--- src/rtl/sim_check_sched.sv ---
// rtl/sim_check_sched.sv - commit-PC scheduler for the single-port golden-model checker
//
// Purpose: buffers retired PCs from a 2-lane commit stage in program order and issues
//   them to the checker one at a time (1 cycle DRIVE, then 1 cycle RESP). Counts
//   matches and mismatches, and halts after MAX_MISS mismatches (0 = never halt).
// Ports:
//   clk, rst                 clock, synchronous active-high reset
//   cm0_valid/cm0_pc         commit lane 0 (older)
//   cm1_valid/cm1_pc         commit lane 1 (younger)
//   cm_ready                 FIFO can accept two entries this cycle
//   chk_pc                   registered PC presented to the checker
//   chk_ref_pc/insn/miss     checker response, sampled in RESP only
//   mm_valid/pc/ref_pc/insn  mismatch pulse and details of the last mismatch
//   mm_count, chk_count      mismatch (saturating) and match (wrapping) counters
//   halt, ovf_err, lane_err  sticky status flags
module sim_check_sched #(
   parameter int          DEPTH    = 16,
   parameter logic [63:0] IDLE_PC  = 64'h0,
   parameter int          MAX_MISS = 1
) (
   input  logic        clk,
   input  logic        rst,
   input  logic        cm0_valid,
   input  logic [63:0] cm0_pc,
   input  logic        cm1_valid,
   input  logic [63:0] cm1_pc,
   output logic        cm_ready,
   output logic [63:0] chk_pc,
   input  logic [63:0] chk_ref_pc,
   input  logic [31:0] chk_ref_insn,
   input  logic        chk_miss,
   output logic        mm_valid,
   output logic [63:0] mm_pc,
   output logic [63:0] mm_ref_pc,
   output logic [31:0] mm_insn,
   output logic [15:0] mm_count,
   output logic [31:0] chk_count,
   output logic        halt,
   output logic        ovf_err,
   output logic        lane_err
);

   localparam int AW = $clog2(DEPTH);
   localparam int CW = AW + 1;

   typedef enum logic [1:0] {IDLE, DRIVE, RESP, HALT} state_t;

   state_t         state_q;
   logic [63:0]    mem_q [DEPTH];
   logic [AW-1:0]  wr_ptr_q, rd_ptr_q, wr_ptr_d, rd_ptr_d, rd_nxt;
   logic [CW-1:0]  count_q, count_d;
   logic [63:0]    chk_pc_q, mm_pc_q, mm_ref_pc_q;
   logic [31:0]    mm_insn_q, chk_count_q;
   logic [15:0]    mm_count_q, mm_count_d;
   logic           mm_valid_q, halt_q, ovf_err_q, lane_err_q;

   logic           any_push, push_ok, both_lanes, pop, halt_now;
   logic [1:0]     n_push;
   logic [63:0]    first_pc, head_pc, next_head_pc;

   always_comb begin
      cm_ready   = (count_q <= CW'(DEPTH - 2)) && !halt_q;
      any_push   = cm0_valid || cm1_valid;
      push_ok    = any_push && cm_ready;
      both_lanes = cm0_valid && cm1_valid;
      n_push     = push_ok ? (both_lanes ? 2'd2 : 2'd1) : 2'd0;
      // A lone lane-1 commit is still stored, as a single entry.
      first_pc   = cm0_valid ? cm0_pc : cm1_pc;
      pop        = (state_q == RESP);
      wr_ptr_d   = wr_ptr_q + AW'(n_push);
      rd_ptr_d   = rd_ptr_q + AW'(pop);
      count_d    = count_q + CW'(n_push) - CW'(pop);
      rd_nxt     = rd_ptr_q + AW'(1);
      head_pc    = mem_q[rd_ptr_q];
      // When the popped entry was the last one, the next head can only be an
      // entry being written this same cycle, so bypass it from the commit lanes.
      next_head_pc = (count_q > CW'(1)) ? mem_q[rd_nxt] : first_pc;
      mm_count_d = mm_count_q;
      if (pop && chk_miss && (mm_count_q != 16'hFFFF)) begin
         mm_count_d = mm_count_q + 16'd1;
      end
      halt_now = (MAX_MISS != 0) && ({16'd0, mm_count_d} >= 32'(MAX_MISS));
   end

   // Storage is not reset; count/pointers define which entries are live.
   always_ff @(posedge clk) begin
      if (push_ok) begin
         mem_q[wr_ptr_q] <= first_pc;
         if (both_lanes) begin
            mem_q[wr_ptr_q + AW'(1)] <= cm1_pc;
         end
      end
   end

   always_ff @(posedge clk) begin
      if (rst) begin
         state_q     <= IDLE;
         wr_ptr_q    <= '0;
         rd_ptr_q    <= '0;
         count_q     <= '0;
         chk_pc_q    <= IDLE_PC;
         mm_valid_q  <= 1'b0;
         mm_pc_q     <= '0;
         mm_ref_pc_q <= '0;
         mm_insn_q   <= '0;
         mm_count_q  <= '0;
         chk_count_q <= '0;
         halt_q      <= 1'b0;
         ovf_err_q   <= 1'b0;
         lane_err_q  <= 1'b0;
      end else begin
         wr_ptr_q   <= wr_ptr_d;
         rd_ptr_q   <= rd_ptr_d;
         count_q    <= count_d;
         mm_count_q <= mm_count_d;
         mm_valid_q <= 1'b0;
         if (any_push && !cm_ready) begin
            ovf_err_q <= 1'b1;
         end
         if (cm1_valid && !cm0_valid) begin
            lane_err_q <= 1'b1;
         end
         case (state_q)
            IDLE: begin
               if (count_q != '0) begin
                  chk_pc_q <= head_pc;
                  state_q  <= DRIVE;
               end
            end
            DRIVE: begin
               chk_pc_q <= IDLE_PC;
               state_q  <= RESP;
            end
            RESP: begin
               if (chk_miss) begin
                  mm_valid_q  <= 1'b1;
                  mm_pc_q     <= head_pc;
                  mm_ref_pc_q <= chk_ref_pc;
                  mm_insn_q   <= chk_ref_insn;
               end else begin
                  chk_count_q <= chk_count_q + 32'd1;
               end
               if (halt_now) begin
                  halt_q  <= 1'b1;
                  state_q <= HALT;
               end else if (count_d != '0) begin
                  chk_pc_q <= next_head_pc;
                  state_q  <= DRIVE;
               end else begin
                  state_q <= IDLE;
               end
            end
            default: begin
               chk_pc_q <= IDLE_PC;
            end
         endcase
      end
   end

   assign chk_pc    = chk_pc_q;
   assign mm_valid  = mm_valid_q;
   assign mm_pc     = mm_pc_q;
   assign mm_ref_pc = mm_ref_pc_q;
   assign mm_insn   = mm_insn_q;
   assign mm_count  = mm_count_q;
   assign chk_count = chk_count_q;
   assign halt      = halt_q;
   assign ovf_err   = ovf_err_q;
   assign lane_err  = lane_err_q;

endmodule

--- config.mk ---
export PLATFORM = sky130hd
export DESIGN_NAME = sim_check_sched
export DESIGN_NICKNAME = d
export VERILOG_FILES = /design/src/rtl/sim_check_sched.sv
export SDC_FILE = /design/constraint.sdc
export NUM_CORES = 2
export LEC_CHECK = 0
export BUFFER_PORTS_ARGS = -buffer_cell sky130_fd_sc_hd__buf_2
export CAP_MARGIN = 20
export CORE_UTILIZATION = 40
export CTS_BUF_LIST = sky130_fd_sc_hd__clkbuf_8 sky130_fd_sc_hd__clkbuf_16
export DETAILED_ROUTE_END_ITERATION = 12
export SYNTH_ARGS = -nofsm -noshare
export SYNTH_HDL_FRONTEND = slang
export SYNTH_SLANG_ARGS = --single-unit
--- constraint.sdc ---
create_clock -name clk -period 17.4 [get_ports clk]
set_input_delay 1.74 -clock clk [delete_from_list [all_inputs] [get_ports clk]]
set_output_delay 1.74 -clock clk [all_outputs]
set_load 0.02 [all_outputs]
# Word level (Yosys, flattened, before mapping)
# Memory sizes are Yosys's and may differ from the RTL's. A register that Yosys moved wholly into a read port is not among the register bits.
# Cells that the tools add are included.
dict set report totals {
  register_bits 291
  ram_bits 1024
  out_inout_bits 277
  wordCells 75
  memories 1
}
# name words width read_ports rd_clocked_by_memory_dff write_ports line_no
set mem_list {}
lappend mem_list {mem_q 16 64 2 1 2 49} ;# logic [63:0] mem_q [DEPTH];
dict set report op_classes {
  n_addsub 8
  n_lt_le_gt_ge 3
  n_eq_ne 6
  n_mux 20
  bitwise 2
  reduce_logical 21
}
# op count
set ops {}
lappend ops {{$mux W64} 5}
lappend ops {{$pmux W64 S2} 1}
lappend ops {{$add A32 B1 Y32 const B} 1}
lappend ops {{$add A16 B1 Y16 const B} 1}
lappend ops {{$ge A16 B1 Y1 const B} 1}
lappend ops {{$mux W16} 1}
lappend ops {{$ne A16 B16 Y1 const B} 1}
lappend ops {{$reduce_bool A5 Y1} 2}
lappend ops {{$add A4 B1 Y4 const B} 2}
lappend ops {{$mux W2} 4}
lappend ops {{$reduce_and A2 Y1} 4}
lappend ops {{$logic_and A1 B1 Y1} 7}
lappend ops {{$mux W1} 7}
lappend ops {{$pmux W2 S3} 1}
lappend ops {{$add A5 B2 Y5} 1}
lappend ops {{$gt A5 B1 Y1 const B} 1}
lappend ops {{$le A5 B4 Y1 const B} 1}
lappend ops {{$sub A5 B1 Y5} 1}
lappend ops {{$add A4 B1 Y4} 1}
lappend ops {{$add A4 B2 Y4} 1}
lappend ops {{$mux W4} 1}
lappend ops {{$ne A2 B2 Y1 const B} 2}
lappend ops {{$logic_not A1 Y1} 3}
lappend ops {{$reduce_and A3 Y1} 1}
lappend ops {{8 further kinds} 9}

# Longest topological paths before layout
dict set report logic_depth {
  word_depth 10
  depth_mapped 20
  ltp_nobuf 18
}

# Least setup slack after synthesis
# OpenSTA, ideal clock, no wires.
dict set report synth_timing {
  path_type {input to register}
  start {input cm0_valid}
  end {memory mem_q[0][0], enable pin}
  setup_time_ns 0.581
  arrival_time_ns 7.868
  setup_slack_ns 8.951
  path_stages 7
  n_path_buf 3
  cell_sequence {clkbuf_1 > clkbuf_1 > clkbuf_1 > nor2_1 > nor2_1 > nand3_1 > o31ai_1}
}
# item line_no
set synth_rtl {}
lappend synth_rtl {{from (decl)} 23} ;# input logic cm0_valid,
lappend synth_rtl {{to (decl)} 49}

# Final worst setup path
dict set report layout_timing {
  start {register rd_ptr_q[1]}
  end {register chk_pc_q[48], in the netlist chk_pc[48]}
}
dict set report layout_via {
  elab_chain_cells 6
}
# item line_no
set layout_lines {}
lappend layout_lines {{from (decl)} 50} ;# logic [AW-1:0] wr_ptr_q, rd_ptr_q, wr_ptr_d, rd_ptr_d, rd_nxt;
lappend layout_lines {{from (signal assigned)} 113} ;# rd_ptr_q <= rd_ptr_d;
lappend layout_lines {{$add A4 B1 Y4} 73} ;# rd_nxt = rd_ptr_q + AW'(1);
lappend layout_lines {{$mem_v2 Z16 W64} -}
lappend layout_lines {{$mux W64} 77} ;# next_head_pc = (count_q > CW'(1)) ? mem_q[rd_nxt] : first_pc;
lappend layout_lines {{$mux W64} 146} ;# end else if (count_d != '0) begin
lappend layout_lines {{$mux W64} 143} ;# if (halt_now) begin
lappend layout_lines {{$pmux W64 S2} 123} ;# case (state_q)
lappend layout_lines {{to (signal assigned)} 126} ;# chk_pc_q <= head_pc;
lappend layout_lines {{to (signal assigned)} 147} ;# chk_pc_q <= next_head_pc;
lappend layout_lines {{to (decl)} 52} ;# logic [63:0] chk_pc_q, mm_pc_q, mm_ref_pc_q;
# No other way between the ends. The select of a mux whose other input is x is not followed.
# A chain may end at the register's enable or synchronous reset.

==> results_dict.tcl <==
set metrics [dict create \
    dr.pass1.iters 6 \
    synth_area_um2 72200 \
    multi_input_area_um2 32900 \
    grt_max_degree 137 \
    area_growth_pct 12.4 \
    die_w_um 427 \
    rsz0062_at_grt "false" \
    synth_top_area_share_pct 42.6 \
    ant_nets 0 \
    antenna_found_initial 44 \
    synth_area_leader_cell "edfxtp_1" \
    vias 55100 \
    required_ns 18.05 \
    synth-seq-cells 1315 \
    hp-class "reg2reg" \
    cts_setup_buffers 0 \
    clk_latency_ns 0.83 \
    grtUsageTotal_pct 29.1 \
    setup_tns_ns 0 \
    ys_types 62 \
    drt-vias-per-instance 6.36 \
    grt_pass1_vias 52600 \
    wl_mm 272 \
    dp.final_hpwl_mm 157 \
    critPathKind "reg2reg" \
    post-route-period-util_pct 36.1 \
    die_y_um 427 \
    die_area_um2 182000 \
    start_kind "flop" \
    hold_buffers 0 \
    clkSinkCount 1315 \
    worstPathArrival_ns 6.92 \
    synthCells 6098 \
    power_mw 9.85 \
    crit_path_end_kind "flop" \
    placed_area_um2 76000 \
    rows 155 \
    cts_buffer_depth 3 \
    core_um2 179000 \
    hold_slack_ns 0.451 \
    cts_resized 0 \
    syn-num-nets 6350 \
    htree_levels 4 \
    synth_most_common_cell "edfxtp_1" \
    cts_root_buf "clkbuf_16" \
    worst-slew-pin-transition_ns 1.22 \
    power.leakage_nw 27.4 \
    nNetsFinal 6419 \
    synth_common_cells "edfxtp_1 (1024), nor2_1 (984), a21oi_1 (877)" \
    grt_first_pass_wirelength_mm 383 \
    synth_edf_count 1024 \
    first_iter_violations 7288 \
    vdd_drop_max_mv 0.134 \
    finalClockSkew_ns 0.0379 \
    synthArstFlopShare_pct 0 \
    synth_flop_cell "edfxtp_1" \
    drv_slew 0 \
    synth.top_cells.by_area "edfxtp_1 (43%), mux4_2 (14%), dfxtp_1 (8.1%)" \
    wl_per_cell_um 31.4 \
    fmax_mhz 159 \
    globalRoute.totalOverflow 0 \
    cts_tree "done" \
    ys_seq_area_share_pct 50.7 \
    numCtsBuffers 147 \
    pwr_density_cell_nw_per_um2 121 \
    clk_pin_slew_ns 0.06 \
    ys_warn_count 0 \
    n_fill_cell 16200 \
    regArea_um2 36600 \
    setup_violations 0 \
    hold_violations 0 \
    crit_fanout 43 \
    status "finished, final reports clean" \
    start_util_pct 40.4 \
    post-route-min-period_ns 6.28 \
    numPortBuffers 505 \
    io_pins 506 \
    gp_congestion 0.857 \
    slew_headroom_pct 18.5 \
    maxCapViolations 0 \
    drive_above_1_share_pct 27.9 \
    stdcell_area_um2 81200 \
    drcViolationCount 0 \
    avgSynthCellArea_um2 11.8 \
]
==> worst max-delay path, stage by stage, from the launching register on <==
cell and delay, ns:
dfxtp_4 0.98, ha_4 0.72, buf_4 0.81, buf_4 0.82, buf_4 0.77, mux4_2 0.60
mux4_2 0.46, mux2_1 0.30, a22oi_1 0.35, a311oi_1 0.15
==> state kept, by name (all words and copies together), names as in the netlist <==
| signal | flops |
|---|---|
| mem_q | 1024 |
| chk_pc | 64 |
| mm_pc | 64 |
| mm_ref_pc | 64 |
| chk_count | 32 |
| mm_insn | 32 |
| mm_count | 16 |
| count_q | 5 |
| rd_ptr_q | 4 |
| wr_ptr_q | 4 |
| state_q | 2 |
| halt | 1 |
| lane_err | 1 |
| mm_valid | 1 |
| ovf_err | 1 |
==> cell usage in the layout, fill, tap and decap left out, drive strengths merged, types with 21 or more instances in the layout <==
cell type	Yosys	layout
edfxtp	1024	1024
nor2	984	984
a21oi	877	877
buf	157	633
mux4	448	448
mux2	385	385
mux2i	326	326
nand2	295	295
dfxtp	291	291
clkbuf	557	165
a221oi	128	128
a22oi	128	128
o21ai	77	77
nor3	74	74
a311oi	66	66
inv	24	66
a211oi	65	65
clkinv	0	37
xor2	28	28
nand3	25	25
bufinv	0	21
xnor2	21	21
ha	21	21
==> final cells by class <==
cell class | instances | area share (%)
Sequential cell | 1315 | 45.1
Multi-Input combinational cell | 4045 | 40.5
Clock buffer | 164 | 4.86
Timing Repair Buffer | 634 | 4.38
Tap cell | 2355 | 3.63
Clock inverter | 104 | 1.35
Inverter | 24 | 0.114
Antenna cell | 18 | 0.0555
==> report_power, final <==
group          internal (mW)  switching [mW]  total, mW  leakage (nW)
logic                   1.02            1.60       2.62          13.2
clock network           1.94            1.35       3.30          2.60
registers               3.71           0.216       3.93          11.6
total                   6.68            3.17       9.85          27.4
==> cell families (layout without fill, tap and decap cells) <==
family	Yosys count	after routing	share of synthesized area [%]
other	0	18	0
XOR/XNOR	49	49	0.594
AND/OR/NAND/NOR	1458	1458	8.14
flip-flops	1315	1315	50.7
adder cells (fa/ha/maj)	23	23	0.419
AO/OA/AOI/OAI	1356	1356	11.5
multiplexers	1159	1159	24.5
buffers and inverters	738	926	4.25
==> per-layer routing <==
metal  track usage, %  routed length (um)  vias up
met3             6.07               27600      681
met1             36.4              101000    27700
met2             46.8              127000     3394
li1                 -                   -    23300
met4             16.8               16100       24
met5                0                 171        -
==> path summary, 6_finish.rpt <==
kind | slack (ns) | start | cells past startpoint | to
max | 11.12 | rd_ptr_q[1] | 9 | chk_pc[48]
min | 0.45 | mm_insn[7] | 2 | mm_insn[7]
max reg2reg | 11.12 | rd_ptr_q[1] | 9 | chk_pc[48]
min reg2reg | 0.45 | mm_insn[7] | 2 | mm_insn[7]
==> stage by stage <==
stage          std cells  setup WS (ns)  util (%)
2_1_floorplan       6098           8.95         -
5_1_grt             8654          10.82      45.4
3_3_place_gp        8361          11.09      42.5
3_5_place_dp        8364          11.05      42.5
4_1_cts             8632          11.03      45.3
6_report            8659          11.12      45.4
(Power assumes the default switching activity.)
